--- src/rtl/fifo_uart_tx.sv ---
// UART transmitter that pulls WIDTH-bit words from a FIFO with a registered read port.
// Each frame: REQ (read strobe), WAIT (data arrives), START, WIDTH data bits LSB first, STOP.
module fifo_uart_tx #(
  parameter int WIDTH        = 8,
  parameter int CLKS_PER_BIT = 16
) (
  input  logic             clk,
  input  logic             reset,
  input  logic             tx_en,
  input  logic [WIDTH-1:0] fifo_data,
  input  logic             fifo_empty,
  output logic             fifo_r_en,
  output logic             tx,
  output logic             busy
);

  localparam int CNT_W = (CLKS_PER_BIT > 1) ? $clog2(CLKS_PER_BIT) : 1;
  localparam int IDX_W = (WIDTH > 1) ? $clog2(WIDTH) : 1;
  localparam logic [CNT_W-1:0] BAUD_LAST = CNT_W'(CLKS_PER_BIT - 1);
  localparam logic [IDX_W-1:0] IDX_LAST  = IDX_W'(WIDTH - 1);

  typedef enum logic [2:0] {IDLE, REQ, WAIT, START, DATA, STOP} state_t;

  state_t           state_q;
  logic [CNT_W-1:0] baud_q;
  logic [IDX_W-1:0] bit_idx_q;
  logic [WIDTH-1:0] shift_q;
  logic             tx_q;

  logic baud_done;
  logic start_ok;

  assign baud_done = (baud_q == BAUD_LAST);
  assign start_ok  = tx_en && !fifo_empty;

  // tx_q is always loaded on the edge that enters the state it belongs to,
  // so the line level lines up with the state register without a comb path.
  always_ff @(posedge clk) begin
    if (reset) begin
      state_q   <= IDLE;
      baud_q    <= '0;
      bit_idx_q <= '0;
      shift_q   <= '0;
      tx_q      <= 1'b1;
    end else begin
      case (state_q)
        IDLE: begin
          baud_q    <= '0;
          bit_idx_q <= '0;
          tx_q      <= 1'b1;
          if (start_ok) state_q <= REQ;
        end
        REQ: begin
          baud_q  <= '0;
          tx_q    <= 1'b1;
          state_q <= WAIT;
        end
        WAIT: begin
          shift_q <= fifo_data;
          baud_q  <= '0;
          tx_q    <= 1'b0;
          state_q <= START;
        end
        START: begin
          if (baud_done) begin
            baud_q    <= '0;
            bit_idx_q <= '0;
            tx_q      <= shift_q[0];
            shift_q   <= shift_q >> 1;
            state_q   <= DATA;
          end else begin
            baud_q <= baud_q + 1'b1;
          end
        end
        DATA: begin
          if (baud_done) begin
            baud_q <= '0;
            if (bit_idx_q == IDX_LAST) begin
              bit_idx_q <= '0;
              tx_q      <= 1'b1;
              state_q   <= STOP;
            end else begin
              bit_idx_q <= bit_idx_q + 1'b1;
              tx_q      <= shift_q[0];
              shift_q   <= shift_q >> 1;
            end
          end else begin
            baud_q <= baud_q + 1'b1;
          end
        end
        STOP: begin
          tx_q <= 1'b1;
          if (baud_done) begin
            baud_q  <= '0;
            state_q <= start_ok ? REQ : IDLE;
          end else begin
            baud_q <= baud_q + 1'b1;
          end
        end
        default: begin
          state_q <= IDLE;
          baud_q  <= '0;
          tx_q    <= 1'b1;
        end
      endcase
    end
  end

  assign fifo_r_en = (state_q == REQ);
  assign busy      = (state_q != IDLE);
  assign tx        = tx_q;

endmodule

--- config.mk ---
export PLATFORM = sky130hd
export DESIGN_NAME = fifo_uart_tx
export DESIGN_NICKNAME = d
export VERILOG_FILES = /design/src/rtl/fifo_uart_tx.sv
export SDC_FILE = /design/constraint.sdc
export NUM_CORES = 1
export LEC_CHECK = 0
export CAP_MARGIN = 20
export CORE_MARGIN = 2
export CORE_UTILIZATION = 55
export CTS_BUF_LIST = sky130_fd_sc_hd__clkbuf_8
export CTS_CLUSTER_DIAMETER = 80
export DETAILED_ROUTE_END_ITERATION = 16
export PLACE_DENSITY = 0.81
export REMOVE_ABC_BUFFERS = 1
export SYNTH_ARGS = -nofsm -noshare
export SYNTH_HDL_FRONTEND = slang
export SYNTH_SLANG_ARGS = --single-unit
export TNS_END_PERCENT = 20
--- constraint.sdc ---
create_clock -name clk -period 2.4 [get_ports clk]
set_input_delay 0.48 -clock clk [delete_from_list [all_inputs] [get_ports clk]]
set_output_delay 0.48 -clock clk [all_outputs]
set_load 0.05 [all_outputs]
==> out/metrics.yaml <==
sta:
  slew_viol_final: 0
  hold_ws_ns: 0.445
  clock_skew_ns: 0.00614
  finalSetupViolations: 0
  period_needed_ns: 2.08
  fmax_ghz: 0.480
  tightest_slew_ns: 0.563
  period_share: 0.868
  hold_violations: 0
  rsz0062_at_grt: "no"
  tns_ns: 0
  relSlewSlack: 0.625
setup_path:
  rrSetupSlack_ns: 0.32
  crit_arrival_ns: 2.27
  worst_setup_path_start_kind: "flop"
  worst_r2r_path_depth: 4
  rr_endpoint: "shift_q[6]"
  crit_type: "flop to flop"
  required_ns: 2.58
  r2r-start: "state_q[1]"
  cp_max_fo: 15
  end_kind: "flop"
routing:
  drtAntennaViolNets: 0
  drtPass1Iterations: 4
  drc: 0
  drtIter0Drc: 15
  wl_per_cell_um: 13.2
  drt_wl_total_mm: 2.17
  vias: 953
  viasPerCell: 5.81
final_layout:
  nNetsFinal: 155
  fillers: 150
  num_antenna_cells: 0
  synthToLayoutAreaGrowth_pct: 18.3
  design_area_mm2: 0.00121
  drive_gt1_frac: 0.0791
  instances_no_fill: 164
grt:
  gr-usage-met3: 0.0615
  grt.busiest_layer: "met2"
  grt_pass1_wl_mm: 3.66
  grt_max_degree: 17
  track_usage: 0.231
  antenna_found_initial: 0
  use_met2: 0.370
  grt_pass1_vias: 825
  use_met1: 0.301
  overflow: 0
synth:
  async_flop_share: 0
  ys_ff_latch: 19
  synth_top_flop_cell: "dfxtp_1"
  synth_edf_count: 0
  ys_seq_area_frac: 0.373
  syn-instance-count: 127
  netlist_top_cells_area: "dfxtp_1 (37%), a21oi_1 (8.8%), or4_1 (5.1%), ha_1 (3.7%), nor2_1 (3.7%)"
  avgSynthCellArea_um2: 8.04
  netlist.area_leader.share: 0.373
  yosysMostFrequentCell: "dfxtp_1"
  synthDistinctLibCells: 32
  synth_common_cells: "dfxtp_1 (19), a21oi_1 (18), nor2_1 (10)"
  synth_area_leader_cell: "dfxtp_1"
  synth_area_mm2: 0.00102
  yosysWarningCount: 0
power:
  p_leak_nw: 0.447
  seqPwrFrac: 0.478
  p_total_mw: 0.766
  internal_power_mw: 0.524
  sw_frac_of_total: 0.316
  peakVddDrop_mv: 0.646
  combinationalPowerShare: 0.231
  netSwitchingPower_mw: 0.242
  p_clk_frac: 0.292
  powerDensity_mw_per_mm2: 634
run:
  maxCapViolCount: 0
min_path:
  hold_class: "flop to flop"
  hold_path_end: "baud_q[0]"
  hp-start: "baud_q[0]"
  holdPathStages: 1
outcome:
  status: "finished, final reports clean"
cts:
  clock_sinks: 19
  cts_tree: "built"
  post_cts_buffers: 0
  ctsHtreeMaxLevel: 1
  cts-buffers-inserted: 3
  cts_buffer_depth: 2
  cts_resized: 0
  root_buffer: "clkbuf_8"
  clk_pin_slew_worst_paths_ns: 0.07
  cts_hold_buf: 0
  clk_latency_ns: 0.26
floorplanning:
  core-area_mm2: 0.00175
  die_w_um: 47.1
  io_pins: 15
  dieHeight_um: 47.1
  rows: 15
  dieArea_mm2: 0.00222
  start_util: 0.585
place:
  dpl_cell_area_mm2: 0.00116
  port_buffers: 14
  placed_cells: 160
  dp_hpwl_mm: 1.56
  place_congestion: 0.863
==> worst max-delay path: stages, from the launching register on <==
cell and delay (ns):
dfxtp_1 0.43, or3b_1 0.57, o21a_4 0.31, or4_1 0.51, a21oi_1 0.19
==> logic make-up after synthesis <==
logic type | synth area share
simple gates | 0.300
compound gates | 0.203
flops | 0.373
buf+inv | 0.0588
fa+ha+maj | 0.0368
xor+xnor | 0.0172
mux | 0.0110
==> worst max-delay path by stage <==
| stage | start | end | slack [ns] | depth (start not counted) |
|---|---|---|---|---|
| detailed placement | state_q[1] | shift_q[0] | 0.34 | 4 |
| CTS | state_q[1] | shift_q[6] | 0.33 | 4 |
| global route | state_q[0] | shift_q[0] | 0.19 | 4 |
| finish | state_q[1] | shift_q[6] | 0.32 | 4 |
| global placement | state_q[0] | shift_q[1] | 0.44 | 4 |
| floorplan | state_q[2] | shift_q[1] | 0.46 | 4 |
==> sequential cells by signal, indices dropped and copies added (netlist names) <==
name       count
tx             1
bit_idx_q      3
baud_q         4
shift_q        8
state_q        3
==> power groups by stage <==
stage	Combinational [mW]	Sequential (mW)	Clock (mW)
after floorplan	0.113	0.371	0
after global placement	0.172	0.370	0
after detailed placement	0.176	0.372	0
after CTS	0.177	0.365	0.224
after global routing	0.194	0.369	0.236
final	0.177	0.366	0.224
==> stage by stage <==
stage | setup slack (ns) | utilization
finish | 0.317 | 0.692
global route | 0.195 | 0.692
CTS | 0.334 | 0.692
detailed placement | 0.339 | 0.665
global placement | 0.435 | 0.665
floorplan | 0.460 | -
==> cells in the final DEF, fill, tap and decap left out <==
cell             instances
xor2_1                   1
xnor2_1                  1
o221ai_1                 1
mux2_1                   1
clkbuf_8                 3
a2111oi_0                1
nor4_1                   2
nand4_1                  3
o21a_4                   1
nor2b_1                  4
nor2_1                  10
buf_4                    5
o21ai_0                  7
o21bai_1                 2
nand3_1                  4
and3_1                   2
and3b_1                  1
o21ai_1                  2
nor3b_1                  2
nor3_1                   7
ha_1                     3
inv_1                    3
or3b_1                   1
nand2_1                  7
nand3b_1                 2
a221oi_1                 1
dfxtp_1                 19
a21oi_1                 18
clkinv_2                 1
o21a_1                   1
nand2b_1                 3
clkdlybuf4s50_1         12
a21oi_2                  1
or4_1                    7
==> routing by layer <==
layer	up-vias	share of wire
met1	437	0.46
met2	24	0.48
met5	-	0
met4	0	0.012
li1	488	-
met3	4	0.047
==> area by class of cell <==
cell class | instances | area, µm² | area share
clock buffers | 3 | 41.3 | 0.0342
clock inverters | 1 | 5.00 | 0.00415
inverters | 3 | 11.3 | 0.00933
multi-input cells | 96 | 581 | 0.481
flip-flops and latches | 19 | 380 | 0.315
well taps | 25 | 31.3 | 0.0259
repair buffers | 17 | 158 | 0.131
Power figures use the tool's default switching activity.
==> RTL edit 1, RTL diff (same flow settings) <==
The parameter `CLKS_PER_BIT` goes from 16 to 32.
--- a/src/rtl/fifo_uart_tx.sv
+++ b/src/rtl/fifo_uart_tx.sv
@@ -2,7 +2,7 @@
 // Each frame: REQ (read strobe), WAIT (data arrives), START, WIDTH data bits LSB first, STOP.
 module fifo_uart_tx #(
   parameter int WIDTH        = 8,
-  parameter int CLKS_PER_BIT = 16
+  parameter int CLKS_PER_BIT = 32
 ) (
   input  logic             clk,
   input  logic             reset,
Function: same outputs for any inputs over 10 cycles, from zero or initial values and one cycle with reset high; that may be too few to reach the edited logic, so the function may still have changed.
==> RTL edit 1 against the unedited design <==
  * Final area rose by 15%
  * Sequential cell count rose by 1
  * Clock skew rose by 0.0019 ns
  * Setup slack got worse by 0.022 ns
  * Area after synthesis rose by 17%
  * First-iteration DRC count rose by 120%
  * Critical path type unchanged
  * Critical path depth rose by 3
  * Cell count rose by 2.4%
  * Total power rose by 4.2%
  * Largest power group unchanged
  * Maximum frequency fell by 1.0%
  * Routed wire length rose by 24%
==> RTL edit 1: results (changes against the unedited design) <==
| Metric | Value |
|---|---|
| CP arrival | `2.25 ns (-0.02 ns)` |
| Hold_ws | `0.445 ns (-0.000200 ns)` |
| Crit path max-delay family | `adder cells` |
| Synth top cells by count | `20 x dfxtp_1, 15 x nor2_1, 12 x a21oi_1` |
| Total GRT Usage | `0.234 (+0.00292)` |
| Largest net degree at the start of global routing | `18 (+1)` |
| Worst VDD drop | `0.454 mV (-30%)` |
| GR Util met2 | `0.395 (+0.0249)` |
| Dpl hpwl | `1820 um (+17%)` |
| Inst Count DP | `164 (+2.5%)` |
| Ant. Diodes | `0 (unchanged)` |
| Terminus of the critical flop-to-flop path | `bit_idx_q[1]` |
| Relative slew margins | `0.619 (-0.00629)` |
| Vias in the first global route | `991 (+20%)` |
| Top post-synthesis cells by area | `dfxtp_1 34%, a211oi_2 7.4%, a32oi_1 5.1%, a21oi_1 5.0%, nor2_1 4.7%` |
| Routing usage on met1 | `0.301 (-0.000425)` |
| Lkg Pwr | `0.531 nW (+19%)` |
| Htree depth | `1 (unchanged)` |
| Largest regs | `shift_q (8), baud_q (5)` |
| Critical-path top delay cell | `ha_1` |
| Fill cells | `163 (+8.7%)` |
| Status | `finished clean` |
| Initial DRC count | `33 (+18)` |
| Reg2Reg Depth | `7 (+3)` |
| First-pass GRT wire length | `4510 um (+23%)` |
| Layout cells sized above 1 | `0.170 (+0.0911)` |
| Area after DPL | `1340 sq um (+15%)` |
| Syn Inst Count | `130 (+2.4%)` |
| CP max stage delay | `0.51 ns (-0.06 ns)` |
| Worst reg-to-reg setup slack | `0.30 ns (-0.02 ns)` |
| Final Instance Area | `1390 sq um (+15%)` |
| Non-Filler Instances | `168 (+2.4%)` |
| WHS Endpoint | `baud_q[0]` |
| Grt met3 use | `0.0357 (-0.0258)` |
| Clock Skews | `0.00802 ns (+0.00188 ns)` |
| Initial antenna violation count | `0 (unchanged)` |
| Pre-CTS setup slack | `0.319 ns (-0.0203 ns)` |
| Netlist cell types | `42 (+31%)` |
| RD Place Congestion | `0.868 (+0.60%)` |
| WL final | `2690 um (+24%)` |
| Vias per inst | `6.26 (+7.8%)` |
| Worst Path Max Fanout | `17 (+2)` |
| Reg2reg start | `baud_q[0]` |
| Number of CTS-inserted buffers | `3 (unchanged)` |
| Sequential share of the synthesized area | `0.336 (-0.0364)` |
==> RTL edit 1: changes by cell type in the layout (fill, tap and decap cells not counted), sizes merged, moves of 7 or more <==
| cell | delta |
|---|---|
| a211oi | +9 |
| or4 | -7 |
| a21oi | -7 |
| a32oi | +8 |
==> RTL edit 1: final cells by class <==
type | count | area share
Multi-Input combinational cell | 96 | 0.516
Sequential cell | 20 | 0.288
Timing Repair Buffer | 17 | 0.122
Clock buffer | 4 | 0.0395
Tap cell | 27 | 0.0243
Inverter | 4 | 0.0108
==> RTL edit 1: worst max-delay path by stage <==
stage	slack, ns	start	cells past startpoint	to
after floorplan	-0.04	state_q[0]	2	fifo_r_en
after global placement	0.38	baud_q[0]	7	shift_q[2]
after detailed placement	0.32	baud_q[0]	7	bit_idx_q[1]
after CTS	0.30	baud_q[0]	7	shift_q[2]
after global routing	0.10	baud_q[0]	7	bit_idx_q[1]
final	0.30	baud_q[0]	7	bit_idx_q[1]
==> RTL edit 1: power by group <==
part / leakage, nW / internal, mW / switching [mW] / total [mW]
registers: 0.162 / 0.348 / 0.0204 / 0.369
clock network: 0.0288 / 0.146 / 0.117 / 0.263
logic: 0.340 / 0.0769 / 0.0896 / 0.167
total: 0.531 / 0.571 / 0.227 / 0.798
==> RTL edit 1: cells by family (layout without fill, tap and decap cells) <==
kind of cell	Yosys count	in the layout	share of synthesized area
buffers and inverters	14	25	0.0609
DFF	20	20	0.336
xor gates and xnor gates	2	2	0.0147
muxes	3	3	0.0263
adders and majority gates	4	4	0.0420
AOI/OAI and AO/OA	48	48	0.329
and+or+nand+nor	39	39	0.191
==> RTL edit 1: metal layers <==
metal  up-vias  wire [um]
li1        513          -
met1       518       1310
met2        16       1280
met3         5         68
met4         0         33
met5         -          0
==> RTL edit 2, RTL diff (same settings) <==
Made on the original files. The 6 states of `state_t` get a one-hot encoding in 6 bits.
--- a/src/rtl/fifo_uart_tx.sv
+++ b/src/rtl/fifo_uart_tx.sv
@@ -19,7 +19,7 @@
   localparam logic [CNT_W-1:0] BAUD_LAST = CNT_W'(CLKS_PER_BIT - 1);
   localparam logic [IDX_W-1:0] IDX_LAST  = IDX_W'(WIDTH - 1);
 
-  typedef enum logic [2:0] {IDLE, REQ, WAIT, START, DATA, STOP} state_t;
+  typedef enum logic [5:0] {IDLE = 6'b000001, REQ = 6'b000010, WAIT = 6'b000100, START = 6'b001000, DATA = 6'b010000, STOP = 6'b100000} state_t;
 
   state_t           state_q;
   logic [CNT_W-1:0] baud_q;
Check against the original RTL: same outputs for any inputs over 10 cycles, from zero or initial values and one cycle with reset high; not proved beyond that.
==> RTL edit 2 against the unedited design <==
  * Setup slack worse by 0.11 ns
  * Sequential cell count up 3
  * Clock skew down 0.0053 ns
  * Area after synthesis up 20%
  * Cell count up 9.1%
  * Routed wire length up 20%
  * Final area up 19%
  * Non-clock buffer count down 1
  * Critical path type is now reg2out
Power is not compared: it rests on default switching activity, and its combinational part moved more than twofold at a synthesized area within 25%.
==> RTL edit 2: results (changes against the unedited design) <==
| Metric | Value |
|---|---|
| Max-Cap Viols | `0 (unchanged)` |
| Sw frac | `0.367` |
| Setup Buffers After CTS | `0 (unchanged)` |
| Mux cell area share after synthesis | `0.0818 (+0.0708)` |
| WHS Path Cells | `1 (unchanged)` |
| Post-Synth Adder-Cell Area | `0.0307 (-0.00609)` |
| Vias in the first global route | `940 (+14%)` |
| Synth top cells by count | `26 x nor2_1, 22 x dfxtp_1, 10 x mux2i_1` |
| Routed wire length on met2 | `1250 um (+21%)` |
| Via count | `1051 (+10%)` |
| CTS Root Cell | `clkbuf_8` |
| WL final | `2590 um (+20%)` |
| Worst Path Max Fanout | `8 (-7)` |
| Syn Inst Count | `141 (+11%)` |
| Hold wc startpoint | `baud_q[0]` |
| Worst reg-to-reg setup slack | `0.50 ns (+0.18 ns)` |
| Slew @ Worst Pin | `0.485 ns (-0.0779 ns)` |
| CP arrival | `1.71 ns (-0.56 ns)` |
| Top post-synthesis cells by area | `dfxtp_1 36%, mux2i_1 8.2%, nor2_1 8.0%, a211oi_1 3.7%, ha_1 3.1%` |
| Clk_lat worst skew | `0.27 ns` |
| Clock Skews | `0.000829 ns (-0.00531 ns)` |
| Routing usage on met1 | `0.260 (-0.0407)` |
| Fill cells | `165 (+10%)` |
| Met3 routed WL | `156 um (+51%)` |
| Layout cells sized above 1 | `0.106 (+0.0268)` |
| P_clk | `approximately 350 uW` |
| Clock-pin slew on the worst setup and hold paths | `around 0.08 ns` |
| Xor and xnor fraction of the mapped netlist area | `0.0358 (+0.0186)` |
| Initial DRC count | `22 (+7)` |
| Synth Area in Compound Gates | `0.145 (-0.0582)` |
| Terminus of the critical flop-to-flop path | `state_q[0]` |
| GR Util met2 | `0.355 (-0.0149)` |
| Netlist cell types | `38 (+19%)` |
| First-pass GRT wire length | `4150 um (+13%)` |
| Grt met3 use | `0.0263 (-0.0352)` |
| Final #Nets | `167 (+7.7%)` |
| Worst setup EP type | `output pin` |
| Final setup margin | `0.209 ns (-0.108 ns)` |
| Total GRT Usage | `0.210 (-0.0211)` |
| Initial antenna violation count | `0 (unchanged)` |
| Dpl hpwl | `1860 um (+19%)` |
| RD Place Congestion | `0.902 (+4.6%)` |
| Synth Warn # | `0 (unchanged)` |
| Pre-CTS setup slack | `0.443 ns (+0.104 ns)` |
| Number of CTS-inserted buffers | `3 (unchanged)` |
| Sequential share of the synthesized area | `0.360 (-0.0126)` |
| Min-delay worst type | `reg2reg` |
| Largest regs | `shift_q (8), state_q (6), baud_q (4)` |
| Non-Filler Instances | `179 (+9.1%)` |
| Crit path launch | `state_q[2]` |
| Reg2Reg Depth | `5 (+1)` |
| WHS Endpoint | `baud_q[0]` |
| CP max stage delay | `0.42 ns (-0.15 ns)` |
| Highest routed layer | `met4` |
| Ant. Diodes | `0 (unchanged)` |
| Reg2reg start | `state_q[5]` |
| Critical-path top delay cell | `nor3b_1` |
| M1 WL | `1150 um (+14%)` |
| Status | `finished clean` |
-- RTL edit 2: stage by stage --
stage / power (mW) / hold WS (ns) / cell area (sq um)
after floorplan: 0.803 / 0.418 / 1160
after global placement: 0.921 / 0.430 / 1360
after detailed placement: 0.940 / 0.442 / 1360
after CTS: 1.28 / 0.462 / 1430
after global routing: 1.35 / 0.487 / 1440
final: 1.29 / 0.462 / 1440
-- RTL edit 2: layout make-up --
class	instances	area, sq um	area share
clock buffers	3	41.3	0.0288
clock inverters	1	30.0	0.0209
inverters	3	11.3	0.00785
multi-input cells	106	714	0.498
flip-flops and latches	22	440	0.307
well taps	28	35.0	0.0244
repair buffers	16	163	0.113
-- RTL edit 2: worst max-delay path by stage --
stage / end / cells past startpoint
6_report: fifo_r_en / 4
5_1_grt: fifo_r_en / 4
4_1_cts: fifo_r_en / 4
3_5_place_dp: fifo_r_en / 4
3_3_place_gp: state_q[0] / 6
2_1_floorplan: fifo_r_en / 3
